===== src/rtl/cfg_page_sequencer.sv =====
// Flash configuration page sequencer: boot-page read, PFL reconfigure, done wait.
// Optional CFG_SEQ_FALLBACK_EN: on a failed page fall back to last good, then factory.
module cfg_page_sequencer #(
    parameter int NUM_PAGES = 3,
    parameter int PAGE_W    = 2,
    parameter int CFG_CYC   = 2**24-1,
    parameter int RST_CYC   = 2**24-1,
    parameter int WAIT_CYC  = 2**28-1,
    parameter int MAX_RETRY = 2
) (
    input  logic              clkin_max_100,
    input  logic              sys_reset,
    input  logic              fpga_conf_done,
    input  logic              page_next,
    input  logic              oper_compl,
    input  logic [PAGE_W-1:0] boot_page,
    output logic              pfl_access,
    output logic              fl_req,
    output logic [2:0]        fpga_pgm,
    output logic              pfl_nreconfigure,
    output logic              pfl_nreset,
    output logic              busy,
    output logic              cfg_error,
    output logic [PAGE_W-1:0] good_page
);

    localparam int CFG_W  = $clog2(CFG_CYC + 1);
    localparam int RST_W  = $clog2(RST_CYC + 1);
    localparam int WAIT_W = $clog2(WAIT_CYC + 1);
    localparam int RTY_W  = (MAX_RETRY < 1) ? 1 : $clog2(MAX_RETRY + 1);

    localparam logic [CFG_W-1:0]  CFG_LAST = CFG_W'(CFG_CYC - 1);
    localparam logic [RST_W-1:0]  RST_LAST = RST_W'(RST_CYC - 1);
    localparam logic [WAIT_W-1:0] WAIT_LIM = WAIT_W'(WAIT_CYC);
    localparam logic [RTY_W-1:0]  RTY_LIM  = RTY_W'(MAX_RETRY);
    localparam logic [PAGE_W-1:0] LAST_PG  = PAGE_W'(NUM_PAGES - 1);
    localparam logic [PAGE_W:0]   NPAGES   = (PAGE_W+1)'(NUM_PAGES);

    typedef enum logic [2:0] {
        BOOT_WAIT,
        BOOT_READ,
        RECONF,
        PFL_RST,
        WAIT_DONE,
        IDLE,
        FAULT
    } state_t;

    state_t             state, state_nxt;
    logic [PAGE_W-1:0]  page, page_nxt, good_nxt;
    logic [RTY_W-1:0]   retry, retry_nxt;
    logic               err_nxt;
    logic [CFG_W-1:0]   cfg_cnt;
    logic [RST_W-1:0]   rst_cnt;
    logic [WAIT_W-1:0]  wait_cnt;
    logic               cd_s1, cd_s2;
    logic               done;
    logic               boot_ok;

    assign done    = cd_s2;
    assign boot_ok = {1'b0, boot_page} < NPAGES;

    always_ff @(posedge clkin_max_100 or posedge sys_reset) begin
        if (sys_reset) begin
            cd_s1 <= 1'b0;
            cd_s2 <= 1'b0;
        end else begin
            cd_s1 <= fpga_conf_done;
            cd_s2 <= cd_s1;
        end
    end

    always_ff @(posedge clkin_max_100 or posedge sys_reset) begin
        if (sys_reset) begin
            state     <= BOOT_WAIT;
            page      <= '0;
            good_page <= '0;
            retry     <= '0;
            cfg_error <= 1'b0;
        end else begin
            state     <= state_nxt;
            page      <= page_nxt;
            good_page <= good_nxt;
            retry     <= retry_nxt;
            cfg_error <= err_nxt;
        end
    end

    // Counters run only while the state holds, so each one is zero on entry.
    always_ff @(posedge clkin_max_100 or posedge sys_reset) begin
        if (sys_reset) begin
            cfg_cnt  <= '0;
            rst_cnt  <= '0;
            wait_cnt <= '0;
        end else begin
            cfg_cnt  <= (state == RECONF && state_nxt == RECONF)
                        ? cfg_cnt + 1'b1 : '0;
            rst_cnt  <= (state == PFL_RST && state_nxt == PFL_RST)
                        ? rst_cnt + 1'b1 : '0;
            wait_cnt <= (state == WAIT_DONE && state_nxt == WAIT_DONE)
                        ? wait_cnt + 1'b1 : '0;
        end
    end

    always_comb begin
        state_nxt = state;
        page_nxt  = page;
        good_nxt  = good_page;
        retry_nxt = retry;
        err_nxt   = cfg_error;
        unique case (state)
            BOOT_WAIT: begin
                if (done) state_nxt = BOOT_READ;
            end
            BOOT_READ: begin
                if (oper_compl) begin
                    page_nxt  = boot_ok ? boot_page : '0;
                    good_nxt  = boot_ok ? boot_page : '0;
                    state_nxt = IDLE;
                end
            end
            IDLE: begin
                if (page_next) begin
                    page_nxt  = (page >= LAST_PG) ? PAGE_W'(1) : page + 1'b1;
                    retry_nxt = '0;
                    state_nxt = RECONF;
                end
            end
            RECONF: begin
                if (cfg_cnt == CFG_LAST) state_nxt = PFL_RST;
            end
            PFL_RST: begin
                if (rst_cnt == RST_LAST) state_nxt = WAIT_DONE;
            end
            WAIT_DONE: begin
                if (done && wait_cnt < WAIT_LIM) begin
                    good_nxt  = page;
                    retry_nxt = '0;
                    state_nxt = IDLE;
                end else if (wait_cnt == WAIT_LIM) begin
                    if (retry < RTY_LIM) begin
                        retry_nxt = retry + 1'b1;
                        state_nxt = RECONF;
                    end else begin
`ifdef CFG_SEQ_FALLBACK_EN
                        if (page == '0) begin
                            err_nxt   = 1'b1;
                            state_nxt = FAULT;
                        end else begin
                            page_nxt  = (page == good_page) ? '0 : good_page;
                            retry_nxt = '0;
                            state_nxt = RECONF;
                        end
`else
                        err_nxt   = 1'b1;
                        state_nxt = FAULT;
`endif
                    end
                end
            end
            FAULT: begin
                state_nxt = FAULT;
            end
            default: begin
                state_nxt = BOOT_WAIT;
            end
        endcase
    end

    // Outputs decode straight from state so reset takes effect without a clock.
    assign pfl_access       = (state != BOOT_READ);
    assign fl_req           = (state != BOOT_READ);
    assign pfl_nreconfigure = (state != RECONF);
    assign pfl_nreset       = (state != PFL_RST);
    assign busy             = (state != IDLE) && (state != FAULT);
    assign fpga_pgm         = 3'(page);

endmodule


===== config.mk =====
export PLATFORM = sky130hd
export DESIGN_NAME = cfg_page_sequencer
export DESIGN_NICKNAME = d
export VERILOG_FILES = /design/src/rtl/cfg_page_sequencer.sv
export SDC_FILE = /design/constraint.sdc
export NUM_CORES = 1
export LEC_CHECK = 0
export CAP_MARGIN = 20
export CORE_MARGIN = 4
export CORE_UTILIZATION = 45
export DETAILED_ROUTE_END_ITERATION = 10
export PLACE_DENSITY = 0.75
export SLEW_MARGIN = 40
export SYNTH_ARGS = -nofsm -noshare
export SYNTH_HDL_FRONTEND = slang
export SYNTH_SLANG_ARGS = --single-unit
export TNS_END_PERCENT = 50

===== constraint.sdc =====
create_clock -name clkin_max_100 -period 2.8 [get_ports clkin_max_100]
set_input_delay 0.56 -clock clkin_max_100 [delete_from_list [all_inputs] [get_ports clkin_max_100]]
set_output_delay 0.56 -clock clkin_max_100 [all_outputs]
set_load 0.005 [all_outputs]

==> out/metrics.cfg <==
[detailed_routing]
drc = 0
viasPerCell = 5.31
route.vias.total = 3311
drt_pre_antenna_iters = 4
wire_per_inst_um = 13.4
drt_wl_total_um = 8360
drtIter0Drc = 193
ant_nets = 0

[synthesis]
synth_nets = 480
ys_seq_elements = 88
syn_inst = 468
ys_warn_count = 0
ys_types = 49
avgSynthCellArea_um2 = 9.56
async_flop_share = 1.00
ys.flop_type = dfrtp_1
synth.cell_area_mm2 = 0.00447
synth_edf_count = 0
seq_area_frac_synth = 0.492

[floorplanning]
core_area_mm2 = 0.00973
fp.dieArea_mm2 = 0.0116
row_count = 36
initial_core_util = 0.460
die_w_um = 108
die_height_um = 108
io_pins = 18

[timing]
clock_skew_ns = 0.0108
finalMaxSlewViolations = 0
finalCriticalPeriod_ns = 2.41
rsz0062_at_grt = no
fmax_mhz = 415
finalHoldViolations = 0
fin_crit_sh = 0.861
setup_viol = 0
fin_tns_setup_ns = 0

[job]
max_cap_violations = 0

[cells_and_area]
diodes = 0
area_growth_pct = 11.1
drive_gt1_frac = 0.0692
layout.cells.most_common_list = dfrtp_1 (88), nor2_1 (77), nand2_1 (35)
final_cells = 624
mostFrequentLayoutCell = dfrtp_1
nets = 498

[clocking]
tritoncts = done
cts_resized = 0
clockRootBuffer = clkbuf_8
cts_sinks = 88
path_clk_slew_ns = 0.09
postCtsSetupBuffers = 0
cts_buffers = 9
clockBufferDepth = 2
ctsHoldBuffers = 0
cts_max_level = 3
clock_latency_ns = 0.36

[pwr]
p_leak_nw = 1.91
p_per_area_mw_per_mm2 = 576
ir_drop_mv = 0.282

[critical_path]
path_max_fanout = 10
critPathTopFamily = buffers and inverters
cp_cell_sequence = inv_1 -> and2_1 -> inv_1 -> clkdlybuf4s50_1
path_class = flop to output pin
crit_buf_inv = 3
critPathMostFrequentCell = inv_1
max_stage_delay_ns = 0.54
crit_path_top_delay_cell = dfrtp_1
start_kind = flop
worstPathArrival_ns = 1.85
crit_path_end_kind = output pin
required_ns = 2.24

[grt]
grt_usage = 0.162
grt_pass1_vias = 3364
grt_start_max_net_pins = 42
overflow = 0
antenna_found_initial = 0
grt_pass1_wl_um = 15200

[status]
status = completed

[placement]
port_buffers = 16
dp.cells = 608
gp_congestion = 0.766
place_hpwl_um = 5780

[hold_path]
hold_class = flop to flop

-- routing by layer --
| metal | global-route usage | vias to the layer above | wire length, um |
|---|---|---|---|
| li1 | - | 1631 | - |
| met1 | 0.203 | 1621 | 3810 |
| met2 | 0.273 | 50 | 4170 |
| met3 | 0.0414 | 9 | 294 |
| met4 | 0.0514 | 0 | 80 |
| met5 | 0 | - | 0 |
-- metrics by stage --
| step | cell area, um2 | hold WS (ns) | util | power [mW] | worst slack (ns) |
|---|---|---|---|---|---|
| after floorplan | 4480 | 0.331 | - | 1.81 | 0.890 |
| after global placement | 4780 | 0.337 | 0.491 | 2.00 | 0.746 |
| after detailed placement | 4780 | 0.339 | 0.491 | 2.02 | 0.629 |
| after CTS | 4970 | 0.358 | 0.511 | 2.89 | 0.365 |
| after global routing | 4970 | 0.372 | 0.511 | 3.02 | 0.278 |
| final | 4970 | 0.353 | 0.511 | 2.86 | 0.389 |
-- cells by family (layout without fill, tap and decap cells) --
kind of cell / Yosys count / in the layout / share of synthesized area
buffers and inverters: 36 / 59 / 0.0389
multiplexers: 5 / 5 / 0.0115
flip-flops: 88 / 88 / 0.492
XOR/XNOR: 62 / 62 / 0.121
AO/OA/AOI/OAI: 39 / 39 / 0.0568
AND/OR/NAND/NOR: 232 / 232 / 0.264
other: 1 / 1 / 0.000838
adder cells (fa/ha/maj): 5 / 5 / 0.0140
-- area by class of cell --
type                       instances  area [um2]
fill                             890        4760
sequential                        88        2200
multi-input combinational        344        2100
timing repair buffer              24         233
tap                              133         166
clock buffer                      11         131
inverter                          19        75.1
clock inverter                     5        57.6
-- cells in the mapped netlist (8+ instances only) --
cell	count	area [um2]
nand3_1	32	160
dfrtp_1	88	2200
nor3_1	17	85.1
xnor2_1	34	298
nand4_1	16	100
inv_1	19	71.3
o21ai_0	13	65.1
or3_1	9	56.3
a21oi_1	10	50.1
nor4_1	8	50.1
nand2_1	35	131
xor2_1	28	245
and4_1	11	96.3
nor2_1	77	289
-- worst paths after layout --
path / startpoint / to / slack (ns) / depth (start not counted)
max in group asynchronous: sys_reset / wait_cnt[11] / 1.68 / 3
setup reg to reg: wait_cnt[12] / wait_cnt[4] / 0.63 / 6
hold / removal: cd_s1 / cd_s2 / 0.35 / 0
hold reg to reg: cd_s1 / cd_s2 / 0.35 / 0
min in group asynchronous: sys_reset / wait_cnt[12] / 0.55 / 2
setup / recovery: state[0] / pfl_nreconfigure / 0.39 / 4
-- state kept, by name, indices dropped and copies added, names as in the netlist --
register,count
cfg_cnt,24
cfg_error,1
cd_s1,1
cd_s2,1
rst_cnt,24
good_page,2
page,2
state,3
retry,2
wait_cnt,28
-- report_power, final --
group          internal [mW]  total [mW]  switching, mW
clock network          0.412       0.867          0.455
registers               1.34        1.44         0.0974
logic                  0.253       0.555          0.302
No activity file was read; power rests on OpenSTA's default activity.
==> RTL change 1, RTL diff (same flow settings) <==
Re-encode `state_t` (7 states) as Gray code, 3 bits wide.
--- a/src/rtl/cfg_page_sequencer.sv
+++ b/src/rtl/cfg_page_sequencer.sv
@@ -38,11 +38,11 @@
 
     typedef enum logic [2:0] {
-        BOOT_WAIT,
-        BOOT_READ,
-        RECONF,
-        PFL_RST,
-        WAIT_DONE,
-        IDLE,
-        FAULT
+        BOOT_WAIT = 3'b000,
+        BOOT_READ = 3'b001,
+        RECONF    = 3'b011,
+        PFL_RST   = 3'b010,
+        WAIT_DONE = 3'b110,
+        IDLE      = 3'b111,
+        FAULT     = 3'b101
     } state_t;
 
Formal check against the unedited RTL: same outputs for any inputs over 10 cycles, from zero or initial values and one cycle with sys_reset high; not proved beyond that.
==> RTL change 1 against the unedited design <==
- area after synthesis rose by 2.9%
- total power rose by 1.6%
- sequential power barely moved
- critical path depth fell by 2
- count of clock-buffer cells in the layout did not move
- global-route usage rose by 1.3 points
- design area rose by 3.1%
- non-clock buffer count fell by 2
- routed wire length rose by 12%
- maximum frequency fell by 2.0%
- setup slack got worse by 0.048 ns
- sequential cell count did not move
- critical path type unchanged
==> RTL change 1: results (changes against the unedited design) <==
| Metric | Value |
|---|---|
| Synth cell count leaders | `dfrtp_1 (88), nor2_1 (42), a21oi_1 (34)` |
| Max-cap violations | `0 (unchanged)` |
| Post-Place Worst Slack | `0.5762 ns (-0.05242 ns)` |
| CTS max path bufs | `2 (unchanged)` |
| H-tree depth | `3 (unchanged)` |
| Total track usage | `0.1743 (+0.01256)` |
| CP max FO | `12 (+2)` |
| # nets final | `496 (-0.40%)` |
| Final setup skew | `0.01094 ns (+0.0001349 ns)` |
| Sequential element share of the synthesized area | `0.4783 (-0.01405)` |
| Length in cells of the worst reg-to-reg path | `5 (-1)` |
| Initial drt markers | `170 (-12%)` |
| Number of global-route vias before repair | `3649 (+8.5%)` |
| Status | `completed` |
| Leakage | `1.946 nW (+1.7%)` |
| Pin count of the biggest net entering global routing | `89 (+110%)` |
| Unique masters post-synth | `47 (-4.1%)` |
| Ranking of synthesized cells by area | `dfrtp_1 (48%), xor2_1 (5.1%), a21oi_1 (3.7%)` |
| Fraction of layout cells with a size suffix above 1 | `0.08384 (+0.01460)` |
| Worst EP arrival | `1.90 ns (+0.05 ns)` |
| Syn_nets | `492 (+2.5%)` |
| # diodes | `0 (unchanged)` |
| Cell-internal power | `2.185 mW (+8.9%)` |
| RR Startpoint | `wait_cnt[0]` |
| Detail Placement HPWL | `6278 microns (+8.7%)` |
| Drt wl/cell | `15.06 microns (+12%)` |
| Post-DP Area | `4861 sq um (+1.7%)` |
| Wire length of the first global-routing pass | `16730 microns (+9.8%)` |
| Vias per inst | `5.773 (+8.8%)` |
| Max VDD drop | `0.3502 mV (+24%)` |
| Worst r2r dst | `wait_cnt[22]` |
| GPL Wtd Cong | `0.7946 (+3.7%)` |
-- RTL change 1: logic make-up after synthesis --
logic type / Yosys count / synth area share
AND/OR/NAND/NOR: 209 / 0.2611
adder cells (fa/ha/maj): 5 / 0.01359
buffers and inverters: 44 / 0.04293
AO/OA/AOI/OAI: 96 / 0.1329
XOR/XNOR: 37 / 0.07038
flip-flops: 88 / 0.4783
other: 1 / 0.0008144
-- RTL change 1: final cells by class --
cell class | count | area [sq um]
inverters | 15 | 60.06
clock inverters | 5 | 128.9
fillers | 892 | 4743
multi-input cells | 348 | 2215
well taps | 133 | 166.4
flip-flops and latches | 88 | 2202
clock buffers | 11 | 131.4
repair buffers | 22 | 217.7
-- RTL change 1: per-stage QoR --
step,util,std cells,power (mW),hold WS (ns)
global placement,0.4928,606,1.779,0.3371
CTS,0.5192,622,2.929,0.3653
detailed placement,0.4928,606,1.797,0.3456
global route,0.5192,622,3.036,0.3773
floorplan,-,480,1.655,0.3312
finish,0.5192,622,2.906,0.3674
-- RTL change 1: metal layers --
layer	global-route usage	routed length (microns)	up-vias	share of wire
met3	0.02605	200	12	0.021
met2	0.2912	4566	32	0.49
met4	0.07304	179	0	0.019
met5	0	0	-	0
li1	-	-	1767	-
met1	0.2256	4419	1780	0.47
-- RTL change 1: how the worst max path moves through the flow --
stage,startpoint,to,slack [ns],cells past startpoint
floorplan,wait_cnt[0],wait_cnt[24],0.71,7
global placement,wait_cnt[0],wait_cnt[22],0.70,5
detailed placement,wait_cnt[0],wait_cnt[22],0.58,5
CTS,state[1],pfl_access,0.34,2
global route,state[1],fl_req,0.27,2
finish,state[1],pfl_access,0.34,2
-- RTL change 1: power by group through the flow --
stage               clock (mW)  sequential (mW)  combinational [mW]
finish                    1.14             1.44               0.325
detailed placement           0             1.46               0.333
CTS                       1.16             1.44               0.335
global placement             0             1.46               0.323
global route              1.21             1.45               0.371
floorplan                    0             1.44               0.217
-- RTL change 1: worst max-delay path, cell delays in order (launching register included) --
cell	delay [ns]
dfrtp_1	0.50
or3b_2	0.56
clkdlybuf4s50_1	0.48
==> RTL change 2, RTL diff (same settings) <==
Without the edit above. Change the parameter `MAX_RETRY` from 2 to 1.
--- a/src/rtl/cfg_page_sequencer.sv
+++ b/src/rtl/cfg_page_sequencer.sv
@@ -7,5 +7,5 @@
     parameter int RST_CYC   = 2**24-1,
     parameter int WAIT_CYC  = 2**28-1,
-    parameter int MAX_RETRY = 2
+    parameter int MAX_RETRY = 1
 ) (
     input  logic              clkin_max_100,
Function: same outputs for any inputs over 10 cycles, from zero or initial values and one cycle with sys_reset high; that may be too few to reach the edited logic, so the function may still have changed.
==> RTL change 2 against the unedited design <==
- design area fell by 4.1%
- cell count fell by 5.1%
- routed wire length fell by 8.0%
- clock power fell by 7.4%
- clock skew fell by 0.0049 ns
- die area fell by 4.0%
- synthesized cell count fell by 5.6%
- critical path depth fell by 1
- setup slack got worse by 0.049 ns
- hold slack improved by 0.029 ns
- total power fell by 6.6%
- sequential cell count fell by 1
- area after synthesis fell by 4.3%
- critical endpoint is now fl_req
- largest cell class unchanged
- highest routed layer unchanged
==> RTL change 2: results (changes against the unedited design) <==
| Metric | Value |
|---|---|
| Detail Placement HPWL | `5304 microns (-8.2%)` |
| Wire length of the first global-routing pass | `13660 microns (-10%)` |
| Unique masters post-synth | `42 (-14%)` |
| Clock group | `0.803 mW (-7.4%)` |
| Total track usage | `0.1475 (-0.01416)` |
| Post-CTS sizing | `0 (unchanged)` |
| Placed cell count | `576 (-5.3%)` |
| Clk_lat worst skew | `0.34 ns (-0.02 ns)` |
| Synthesized instance count | `442 (-5.6%)` |
| CTS Root Cell | `clkbuf_8` |
| GPL Wtd Cong | `0.7804 (+1.9%)` |
| Post-Place Worst Slack | `0.4276 ns (-0.2011 ns)` |
| Leakage | `1.973 nW (+3.2%)` |
| WL final | `7696 microns (-8.0%)` |
| End of the critical path | `fl_req` |
| Synth cell count leaders | `nor2_1 (93), dfrtp_1 (87), xor2_1 (50)` |
| Critical path's top delay family | `simple AND/OR/NAND/NOR gates` |
| Worst r2r dst | `good_page[0]` |
| Min Hold Slack | `0.3816 ns (+0.02852 ns)` |
| Syn_nets | `454 (-5.4%)` |
| Sw Pwr | `0.7485 mW (-12%)` |
| P per Cell Area | `560.8 nW/um^2 (-2.6%)` |
| Pin count of the biggest net entering global routing | `88 (+110%)` |
| Final setup skew | `0.005920 ns (-0.004882 ns)` |
| Status | `completed` |
| Worst EP arrival | `1.90 ns (+0.05 ns)` |
| # diodes | `0 (unchanged)` |
| Via count | `3028 (-8.5%)` |
| Vias per inst | `5.115 (-3.6%)` |
| Seq pwr share | `0.531 (+0.028)` |
| CP max FO | `7 (-3)` |
| Ranking of synthesized cells by area | `dfrtp_1 (51%), xor2_1 (10%), nor2_1 (8.2%)` |
| Initial drt markers | `128 (-34%)` |
| # nets final | `470 (-5.6%)` |
| RR Startpoint | `wait_cnt[0]` |
| Register-to-register setup slack | `0.42 ns (-0.21 ns)` |
| Post-DP Area | `4578 sq um (-4.2%)` |
| Sequential element share of the synthesized area | `0.5085 (+0.01617)` |
[RTL change 2: logic make-up (layout without fill, tap and decap cells)]
| kind of cell | count (synthesis) | after routing | synth area share |
|---|---|---|---|
| AO/OA/AOI/OAI | 16 | 16 | 0.02747 |
| XOR/XNOR | 70 | 70 | 0.1432 |
| adder cells (fa/ha/maj) | 5 | 5 | 0.01461 |
| buffers and inverters | 32 | 53 | 0.03419 |
| flip-flops | 87 | 87 | 0.5085 |
| multiplexers | 2 | 2 | 0.005844 |
| other | 1 | 1 | 0.0008758 |
| AND/OR/NAND/NOR | 229 | 229 | 0.2653 |
[RTL change 2: layer usage]
metal,vias up,share of wire,global-route usage
li1,1512,-,-
met1,1486,0.49,0.1961
met2,25,0.49,0.2445
met3,5,0.019,0.03184
met4,0,0.0070,0.04070
met5,-,0,0
[RTL change 2: cell type report]
cell class	instances	area, sq um
multi-input combinational	323	1958
clock inverter	2	13.76
inverter	14	56.30
timing repair buffer	23	225.2
clock buffer	14	172.7
tap	129	161.4
fill	827	4476
sequential	87	2177
